File: src/rtl/rip_bram_port_arbiter_if.sv
// Requester-side bus of the BRAM port-1 arbiter.
// The master modport is the requester side, the slave modport is the arbiter.
// The fields are vectors with one bit or one slice per requester; requester i
// owns addr slice [i*ADDR_WIDTH +: ADDR_WIDTH] and wdata slice [i*DATA_WIDTH +: DATA_WIDTH].
interface rip_bram_port_arbiter_if #(
  parameter int DATA_WIDTH = 32,
  parameter int ADDR_WIDTH = 10,
  parameter int N_REQ      = 2
);
  logic [N_REQ-1:0]            req_valid;
  logic [N_REQ-1:0]            req_ready;
  logic [N_REQ-1:0]            req_we;
  logic [N_REQ*ADDR_WIDTH-1:0] req_addr;
  logic [N_REQ*DATA_WIDTH-1:0] req_wdata;
  logic [N_REQ-1:0]            rsp_valid;
  logic [DATA_WIDTH-1:0]       rsp_rdata;

  modport master (
    output req_valid, req_we, req_addr, req_wdata,
    input  req_ready, rsp_valid, rsp_rdata
  );

  modport slave (
    input  req_valid, req_we, req_addr, req_wdata,
    output req_ready, rsp_valid, rsp_rdata
  );
endinterface

File: src/rtl/rip_bram_port_arbiter.sv
// Arbiter for read/write port 1 of the 2R/1W block RAM.
// Optional zero-fill sweep of the whole RAM after reset, then one access per
// cycle to a single granted requester, with the response one cycle later.
// Build option: define RIP_BRAM_ARB_ROUND_ROBIN_EN for round-robin priority;
// without it the lowest-index valid requester always wins.
//
// state  | meaning
// -------+-----------------------------------------------------------
// S_INIT | zero-fill sweep, one write per cycle, no grants
// S_RUN  | normal arbitration, init_done high
module rip_bram_port_arbiter #(
  parameter int DATA_WIDTH    = 32,
  parameter int ADDR_WIDTH    = 10,
  parameter int N_REQ         = 2,
  parameter int INIT_ON_RESET = 1
) (
  input  logic                  clk,
  input  logic                  rst,
  rip_bram_port_arbiter_if.slave bus,
  output logic                  init_done,
  output logic                  bram_en_1,
  output logic                  bram_we_1,
  output logic [ADDR_WIDTH-1:0] bram_addr_1,
  output logic [DATA_WIDTH-1:0] bram_din_1,
  input  logic [DATA_WIDTH-1:0] bram_dout_1
);

  localparam int PTR_W = (N_REQ > 1) ? $clog2(N_REQ) : 1;
  localparam logic [ADDR_WIDTH:0] CNT_ONE = {{ADDR_WIDTH{1'b0}}, 1'b1};

  typedef enum logic {S_INIT, S_RUN} state_t;

  state_t                  state;
  logic [ADDR_WIDTH:0]     sweep_cnt;
  logic                    init_done_q;
  logic [N_REQ-1:0]        rsp_grant_q;
  logic [DATA_WIDTH-1:0]   rsp_rdata_q;
  logic [ADDR_WIDTH-1:0]   addr_hold_q;
  logic [DATA_WIDTH-1:0]   din_hold_q;

  logic                    grant_any;
  logic [PTR_W-1:0]        grant_idx;
  logic [N_REQ-1:0]        grant_oh;
  logic                    hs;
  logic                    sweeping;
  logic                    rsp_live;

`ifdef RIP_BRAM_ARB_ROUND_ROBIN_EN
  logic [PTR_W-1:0]        rr_ptr;
  int                      cand;
  logic [PTR_W-1:0]        cand_idx;

  // Round-robin search starting at the pointer, wrapping modulo N_REQ.
  always_comb begin
    grant_any = 1'b0;
    grant_idx = '0;
    cand      = 0;
    cand_idx  = '0;
    for (int k = 0; k < N_REQ; k++) begin
      cand = int'(rr_ptr) + k;
      if (cand >= N_REQ) cand = cand - N_REQ;
      cand_idx = PTR_W'(cand);
      if (!grant_any && bus.req_valid[cand_idx]) begin
        grant_any = 1'b1;
        grant_idx = cand_idx;
      end
    end
  end

  // Pointer moves just past the requester that completed a handshake.
  always_ff @(posedge clk) begin
    if (rst) begin
      rr_ptr <= '0;
    end else if (hs) begin
      if (grant_idx == PTR_W'(N_REQ - 1)) rr_ptr <= '0;
      else                                rr_ptr <= grant_idx + PTR_W'(1);
    end
  end
`else
  // Fixed priority: scanning downward leaves the lowest valid index as winner.
  always_comb begin
    grant_any = 1'b0;
    grant_idx = '0;
    for (int k = N_REQ - 1; k >= 0; k--) begin
      if (bus.req_valid[k]) begin
        grant_any = 1'b1;
        grant_idx = PTR_W'(k);
      end
    end
  end
`endif

  // One-hot grant, only in RUN and never while reset is asserted.
  always_comb begin
    grant_oh = '0;
    if (state == S_RUN && !rst && grant_any) grant_oh[grant_idx] = 1'b1;
  end

  assign hs       = |grant_oh;
  assign sweeping = (INIT_ON_RESET != 0) && (state == S_INIT) && !rst && !sweep_cnt[ADDR_WIDTH];
  assign rsp_live = !rst && (|rsp_grant_q);

  // Port-1 drive: sweep write, granted access, or held bus when idle.
  always_comb begin
    bram_en_1   = sweeping | hs;
    bram_we_1   = sweeping | (hs & bus.req_we[grant_idx]);
    bram_addr_1 = addr_hold_q;
    bram_din_1  = din_hold_q;
    if (sweeping) begin
      bram_addr_1 = sweep_cnt[ADDR_WIDTH-1:0];
      bram_din_1  = '0;
    end else if (hs) begin
      bram_addr_1 = bus.req_addr[grant_idx*ADDR_WIDTH +: ADDR_WIDTH];
      bram_din_1  = bus.req_wdata[grant_idx*DATA_WIDTH +: DATA_WIDTH];
    end
  end

  // Registered state is masked by rst so outputs read as reset values at once.
  assign bus.req_ready = grant_oh;
  assign bus.rsp_valid = rst ? '0 : rsp_grant_q;
  assign bus.rsp_rdata = rsp_live ? bram_dout_1 : rsp_rdata_q;
  assign init_done     = init_done_q & ~rst;

  // Main FSM: sweep counter, INIT->RUN transition, registered response strobe.
  // With INIT_ON_RESET=0 reset lands directly in RUN so the first cycle after
  // reset can already grant.
  always_ff @(posedge clk) begin
    if (rst) begin
      sweep_cnt   <= '0;
      rsp_grant_q <= '0;
      if (INIT_ON_RESET != 0) begin
        state       <= S_INIT;
        init_done_q <= 1'b0;
      end else begin
        state       <= S_RUN;
        init_done_q <= 1'b1;
      end
    end else begin
      rsp_grant_q <= grant_oh;
      case (state)
        S_INIT: begin
          sweep_cnt <= sweep_cnt + CNT_ONE;
          if (sweep_cnt[ADDR_WIDTH-1:0] == {ADDR_WIDTH{1'b1}}) begin
            state       <= S_RUN;
            init_done_q <= 1'b1;
          end
        end
        S_RUN: begin
          state <= S_RUN;
        end
        default: begin
          state       <= S_INIT;
          init_done_q <= 1'b0;
        end
      endcase
    end
  end

  // Hold the last driven address/data so the idle bus does not toggle.
  always_ff @(posedge clk) begin
    if (rst) begin
      addr_hold_q <= '0;
      din_hold_q  <= '0;
    end else if (bram_en_1) begin
      addr_hold_q <= bram_addr_1;
      din_hold_q  <= bram_din_1;
    end
  end

  // Keep the last response data visible outside response cycles.
  always_ff @(posedge clk) begin
    if (rst) begin
      rsp_rdata_q <= '0;
    end else if (rsp_live) begin
      rsp_rdata_q <= bram_dout_1;
    end
  end

endmodule

File: src/flat_wrapper.sv
// flat-port wrapper written by rule: the top's interface ports become plain ports
module rip_bram_port_arbiter_flat 
#(
  parameter int DATA_WIDTH    = 32,
  parameter int ADDR_WIDTH    = 10,
  parameter int N_REQ         = 2,
  parameter int INIT_ON_RESET = 1
)
  (clk, rst, init_done, bram_en_1, bram_we_1, bram_addr_1, bram_din_1, bram_dout_1, bus_req_valid, bus_req_we, bus_req_addr, bus_req_wdata, bus_req_ready, bus_rsp_valid, bus_rsp_rdata);
  rip_bram_port_arbiter_if #(.DATA_WIDTH(DATA_WIDTH), .ADDR_WIDTH(ADDR_WIDTH), .N_REQ(N_REQ)) bus_i ();
  input  logic clk;
  input  logic rst;
  output logic init_done;
  output logic bram_en_1;
  output logic bram_we_1;
  output logic [ADDR_WIDTH-1:0] bram_addr_1;
  output logic [DATA_WIDTH-1:0] bram_din_1;
  input  logic [DATA_WIDTH-1:0] bram_dout_1;
  input wire logic [$bits(bus_i.req_valid)-1:0] bus_req_valid;
  input wire logic [$bits(bus_i.req_we)-1:0] bus_req_we;
  input wire logic [$bits(bus_i.req_addr)-1:0] bus_req_addr;
  input wire logic [$bits(bus_i.req_wdata)-1:0] bus_req_wdata;
  output wire logic [$bits(bus_i.req_ready)-1:0] bus_req_ready;
  output wire logic [$bits(bus_i.rsp_valid)-1:0] bus_rsp_valid;
  output wire logic [$bits(bus_i.rsp_rdata)-1:0] bus_rsp_rdata;
  assign bus_i.req_valid = bus_req_valid;
  assign bus_i.req_we = bus_req_we;
  assign bus_i.req_addr = bus_req_addr;
  assign bus_i.req_wdata = bus_req_wdata;
  assign bus_req_ready = bus_i.req_ready;
  assign bus_rsp_valid = bus_i.rsp_valid;
  assign bus_rsp_rdata = bus_i.rsp_rdata;
  rip_bram_port_arbiter #(.DATA_WIDTH(DATA_WIDTH), .ADDR_WIDTH(ADDR_WIDTH), .N_REQ(N_REQ), .INIT_ON_RESET(INIT_ON_RESET)) u_core (.clk(clk), .rst(rst), .bus(bus_i), .init_done(init_done), .bram_en_1(bram_en_1), .bram_we_1(bram_we_1), .bram_addr_1(bram_addr_1), .bram_din_1(bram_din_1), .bram_dout_1(bram_dout_1));
endmodule
File: config.mk
export PLATFORM = sky130hd
export DESIGN_NAME = rip_bram_port_arbiter_flat
export DESIGN_NICKNAME = d
export VERILOG_FILES = /design/src/rtl/rip_bram_port_arbiter_if.sv /design/src/rtl/rip_bram_port_arbiter.sv /design/src/flat_wrapper.sv
export SDC_FILE = /design/constraint.sdc
export NUM_CORES = 1
export LEC_CHECK = 0
export CAP_MARGIN = 25
export CORE_AREA = 2 2 107 109
export CTS_BUF_LIST = sky130_fd_sc_hd__clkbuf_16
export CTS_CLUSTER_SIZE = 10
export DETAILED_ROUTE_END_ITERATION = 10
export DIE_AREA = 0 0 109 111
export HOLD_SLACK_MARGIN = 0.15
export PLACE_DENSITY_LB_ADDON = 0.3
export SYNTH_ARGS = -nofsm -noshare
export SYNTH_HDL_FRONTEND = slang
export SYNTH_SLANG_ARGS = --single-unit
File: constraint.sdc
create_clock -name clk -period 1.8 [get_ports clk]
set_input_delay 0.36 -clock clk [delete_from_list [all_inputs] [get_ports clk]]
set_output_delay 0.36 -clock clk [all_outputs]
set_load 0.005 [all_outputs]
; ---- Word-level counts from Yosys, hierarchy flattened
; Cells that the tools add are included.
[word_totals]
wordCells = 47
out_inout_bits = 81
ff_bits = 89
in_bits = 122
[classes]
bitwise = 6
n_addsub = 1
shift = 2
reduce_logical = 11
muxes = 16
n_eq_ne = 1
multipliers = 1
magnitude_cmp = 2
[ops]
columns = operator, count
row1 = $mux W32, 3
row2 = $shiftx A64 B7 Y32, 1
row3 = $mux W10, 2
row4 = $shiftx A20 B6 Y10, 1
row5 = $add A11 B1 Y11 const B, 1
row6 = $eq A10 B10 Y1 const B, 1
row7 = $mux W1, 7
row8 = $logic_and A1 B1 Y1, 6
row9 = $mul A1 B3 Y4 const B, 1
row10 = $mux W2, 2
row11 = $reduce_or A2 Y1, 2
row12 = $and A1 B1 Y1, 2
row13 = $logic_not A1 Y1, 2
row14 = $lt A1 B2 Y1 const B, 1
row15 = $not A1 Y1, 2
row16 = $or A1 B1 Y1, 2
row17 = $pmux W1 S2, 1
row18 = $reduce_and A2 Y1, 1
row19 = $demux W1 S1, 1
row20 = $ge A1 B1 Y1 const B, 1

; ---- Longest topological paths before layout
[logic_depth]
depth_word = 10
ltp_mapped = 5
ltp_nobuf = 4

; ---- Least setup slack after synthesis
; No wires, ideal clock.
[synth_path]
path_kind = input-to-output
from = in rst
to = out bram_din_1[0]
setup_slack_ps = 161
stages = 5
arrival_ps = 1279
path_buffers = 2
required_ps = 1440
path_cell_list = and3b_1 buf_2 clkbuf_1 a22oi_1 a21oi_1
[synth_via]
elab_chain_len = 7
elab_cells_between_ends = 9
classes_between = 3 x mux / 6 x reduce/logical
[synth_rtl]
columns = element, line_no
row1 = from (decl), flat_wrapper.sv:12  ; input logic rst;
row2 = $logic_not A1 Y1 *, "rip_bram_port_arbiter.sv:96, rip_bram_port_arbiter.sv:100"
row3 = $logic_and A1 B1 Y1 (2 in a row), rip_bram_port_arbiter.sv:96  ; if (state == S_RUN && !rst && grant_any) grant_oh[grant_idx] = 1'b1;
row4 = $mux W2, rip_bram_port_arbiter.sv:96
row5 = $reduce_or A2 Y1, rip_bram_port_arbiter.sv:99  ; assign hs = |grant_oh;
row6 = $mux W32, rip_bram_port_arbiter.sv:112  ; end else if (hs) begin
row7 = $mux W32 *, rip_bram_port_arbiter.sv:109  ; if (sweeping) begin
row8 = to (decl), flat_wrapper.sv:17  ; output logic [DATA_WIDTH-1:0] bram_din_1;
; Every way passes the cells marked *; elsewhere a longest branch is shown, timed or not.

; ---- Worst setup path after layout
[layout_path]
from = reg u_core.state
to = out bram_din_1[30]
[layout_via]
elab_chain_len = 6
elab_cells_between_ends = 9
classes_between = 3 x mux / 1 x bitwise / 5 x reduce/logical
[layout_rtl]
columns = element, line_no
row1 = from (decl), rip_bram_port_arbiter.sv:33  ; state_t state;
row2 = from (signal assigned), rip_bram_port_arbiter.sv:132  ; state <= S_INIT;
row3 = from (signal assigned), rip_bram_port_arbiter.sv:135  ; state <= S_RUN;
row4 = from (signal assigned), rip_bram_port_arbiter.sv:144  ; state <= S_RUN;
row5 = $logic_and A1 B1 Y1 (2 in a row), rip_bram_port_arbiter.sv:96
row6 = $mux W2, rip_bram_port_arbiter.sv:96
row7 = $reduce_or A2 Y1, rip_bram_port_arbiter.sv:99
row8 = $mux W32, rip_bram_port_arbiter.sv:112
row9 = $mux W32 *, rip_bram_port_arbiter.sv:109
; Marked as above.

==> metrics.yaml <==
status: "finished with violations"
violations: "negative setup slack"
grt_overflow: 0
finClkSkew_ps: 7.140
cts_buffers: 9
finalNetCount: 932
n_fill_cell: 625
critPathCaptureType: "primary output"
coreArea_mm2: 0.01108
syn_nets: 611
worstSetupPathType: "register to primary output"
max_freq_ghz: 0.4807
ios: 203
multi_input_area_mm2: 0.003134
drc_errors: 0
cts.hold.buffers_added: 0
hpwl_um: 10360
critPathMaxFanout: 5
drt_iter0_markers: 245
viasPerCell: 5.521
ys_types: 38
initial_core_util: 0.4071
gp_congestion: 0.7668
synth_top_area_cell: "dfxtp_1"
relSlewSlack: 0.6246
regArea_mm2: 0.001788
hold_violations: 0
cts.htree.levels: 3
finalSetupViolCount: 75
yosys_warnings: 0
post-route-min-period_ps: 2080
grt_first_pass_wirelength_um: 28470
worst_slack_ps: -280.3
p_total_mw: 4.417
worst_pin_slew_ps: 563.0
cts-root-buf: "clkbuf_16"
num_rows: 39
min_period_over_period: 1.156
drt.antenna.violating_nets: 0
ys_ff_latch: 89
max-cap-violations: 0
min_path_type: "input pin to register"
instances_no_fill: 957
grt_usage: 0.3025
holdWs_ps: 429.3
vias: 5284
clock-sinks: 89
layout_commonest_cell: "clkdlybuf4s50_1"
insertion_delay_ps: 340
synth_top_area_share: 0.3951
dieWidth_um: 109
portBuffers: 202
first_global_vias: 5756
dpl.cell_count: 875
area_growth_pct: 99.42
antenna_cells: 0
antenna_found_initial: 0
synth_area_leaders: "dfxtp_1, a221oi_2, mux2_2"
cts_tree: "done"
syn_inst: 488
grt_max_degree: 33
seq_area_frac_synth: 0.3951
clockBufferDepth: 2
die_h_um: 111
worstPathRequired_ps: 1440
netlist_area_mm2: 0.004509
worst-endpoint-arrival_ps: 1720
syn_area_per_cell_um2: 9.240
final_cell_mix: "clkdlybuf4s50_1, buf_4, dfxtp_1"
drtPass1Iterations: 4
layout-drive-gt1-share: 0.5025
path_clk_slew_ps: 60
postLayoutCoreUtil: 0.8118
power.leakage_nw: 3.595
peakVddDrop_v: 0.0006631
p_per_area_mw_per_mm2: 491.2
rsz0062_at_grt: "true"
slew_viol_final: 0
wl_um: 18920
wl_per_cell_um: 19.77
start_kind: "register"
dieArea_mm2: 0.01210
[cells by family (layout without fill, tap and decap cells)]
kind of cell             Yosys count  in the layout  synth area share
AND/OR/NAND/NOR                  109            109            0.1404
multiplexers                      34             34           0.08463
flip-flops                        89             89            0.3951
adder cells (fa/ha/maj)            1              1          0.002774
AO/OA/AOI/OAI                    173            173            0.2955
buffers and inverters             78            404           0.07381
XOR/XNOR                           4              4          0.007771
[per-layer routing]
layer / GRT usage / share of wire / vias to the layer above
li1: - / - / 2445
met1: 0.3273 / 0.37 / 2524
met2: 0.5308 / 0.52 / 236
met3: 0.07349 / 0.068 / 79
met4: 0.1641 / 0.045 / 0
met5: 0 / 0 / -
[registers in the layout, summed over array words and instances, names as in the netlist]
name / cells
u_core.addr_hold_q: 10
u_core.din_hold_q: 32
u_core.init_done_q: 1
u_core.rsp_grant_q: 2
u_core.rsp_rdata_q: 32
u_core.state: 1
u_core.sweep_cnt: 11
[where the power goes]
part	internal, mW	switching, mW
combinational	0.357	0.219
clock	1.06	0.790
sequential	1.98	0.0138
[worst paths after layout]
check                           cells after the start                     to  slack [ps]             startpoint
worst min register to register                      2  u_core.din_hold_q[24]         460  u_core.din_hold_q[24]
worst max-delay path                                6         bram_din_1[30]        -280           u_core.state
worst min-delay path                                3  u_core.rsp_grant_q[1]         430       bus_req_valid[0]
worst max register to register                      6    u_core.sweep_cnt[7]          20           u_core.state
[synthesized netlist by cell type]
cell	n
a21o_1	10
nand3_1	12
mux2i_1	1
nor2_1	7
nand2_1	23
and3b_1	2
xnor2_1	1
o21ba_2	1
o21ai_0	34
o21bai_1	2
a22oi_1	32
buf_6	3
ha_1	1
a221oi_1	3
clkbuf_1	25
nor2b_1	38
and4bb_2	1
xor2_1	3
dfxtp_1	89
nand3b_1	11
nor3b_1	1
nor4bb_1	1
a31oi_1	10
mux2_2	33
a21oi_1	38
buf_1	1
nand4_1	1
o31ai_1	13
nand4b_1	2
nor3_1	1
or4_1	3
inv_1	35
a221oi_2	29
or3_1	4
buf_2	14
nor3_2	1
a221o_1	1
nand2b_1	1
[stage by stage]
step | setup slack, ps | setup TNS [ps] | area [µm²]
2_1_floorplan | 161.3 | 0 | 4509
3_3_place_gp | -831.4 | -61840 | 7277
3_5_place_dp | -866.1 | -64040 | 7277
4_1_cts | -300.3 | -15420 | 8866
5_1_grt | -312.3 | -16550 | 8992
6_report | -280.3 | -12330 | 8992
[area by class of cell]
cell class                 instances  share of cell area
clock buffer                       9             0.02505
clock inverter                     7            0.006957
inverter                          35             0.01461
multi-input combinational        321              0.3485
sequential                        89              0.1988
tap                              143             0.01990
timing repair buffer             353              0.3861
[repair_timing]
action,in CTS,in global routing
endpoints found under the setup margin,111,82
gates resized for setup,552,61
pin swaps,74,25
buffers inserted,50,11
cloned,13,2
[critical path, cell delays in order (launching register included)]
cell	delay, ps
dfxtp_4	360
and3b_2	260
buf_12	150
buf_16	140
a22oi_2	220
a21oi_2	100
buf_2	150
(Power assumes the default switching activity.)
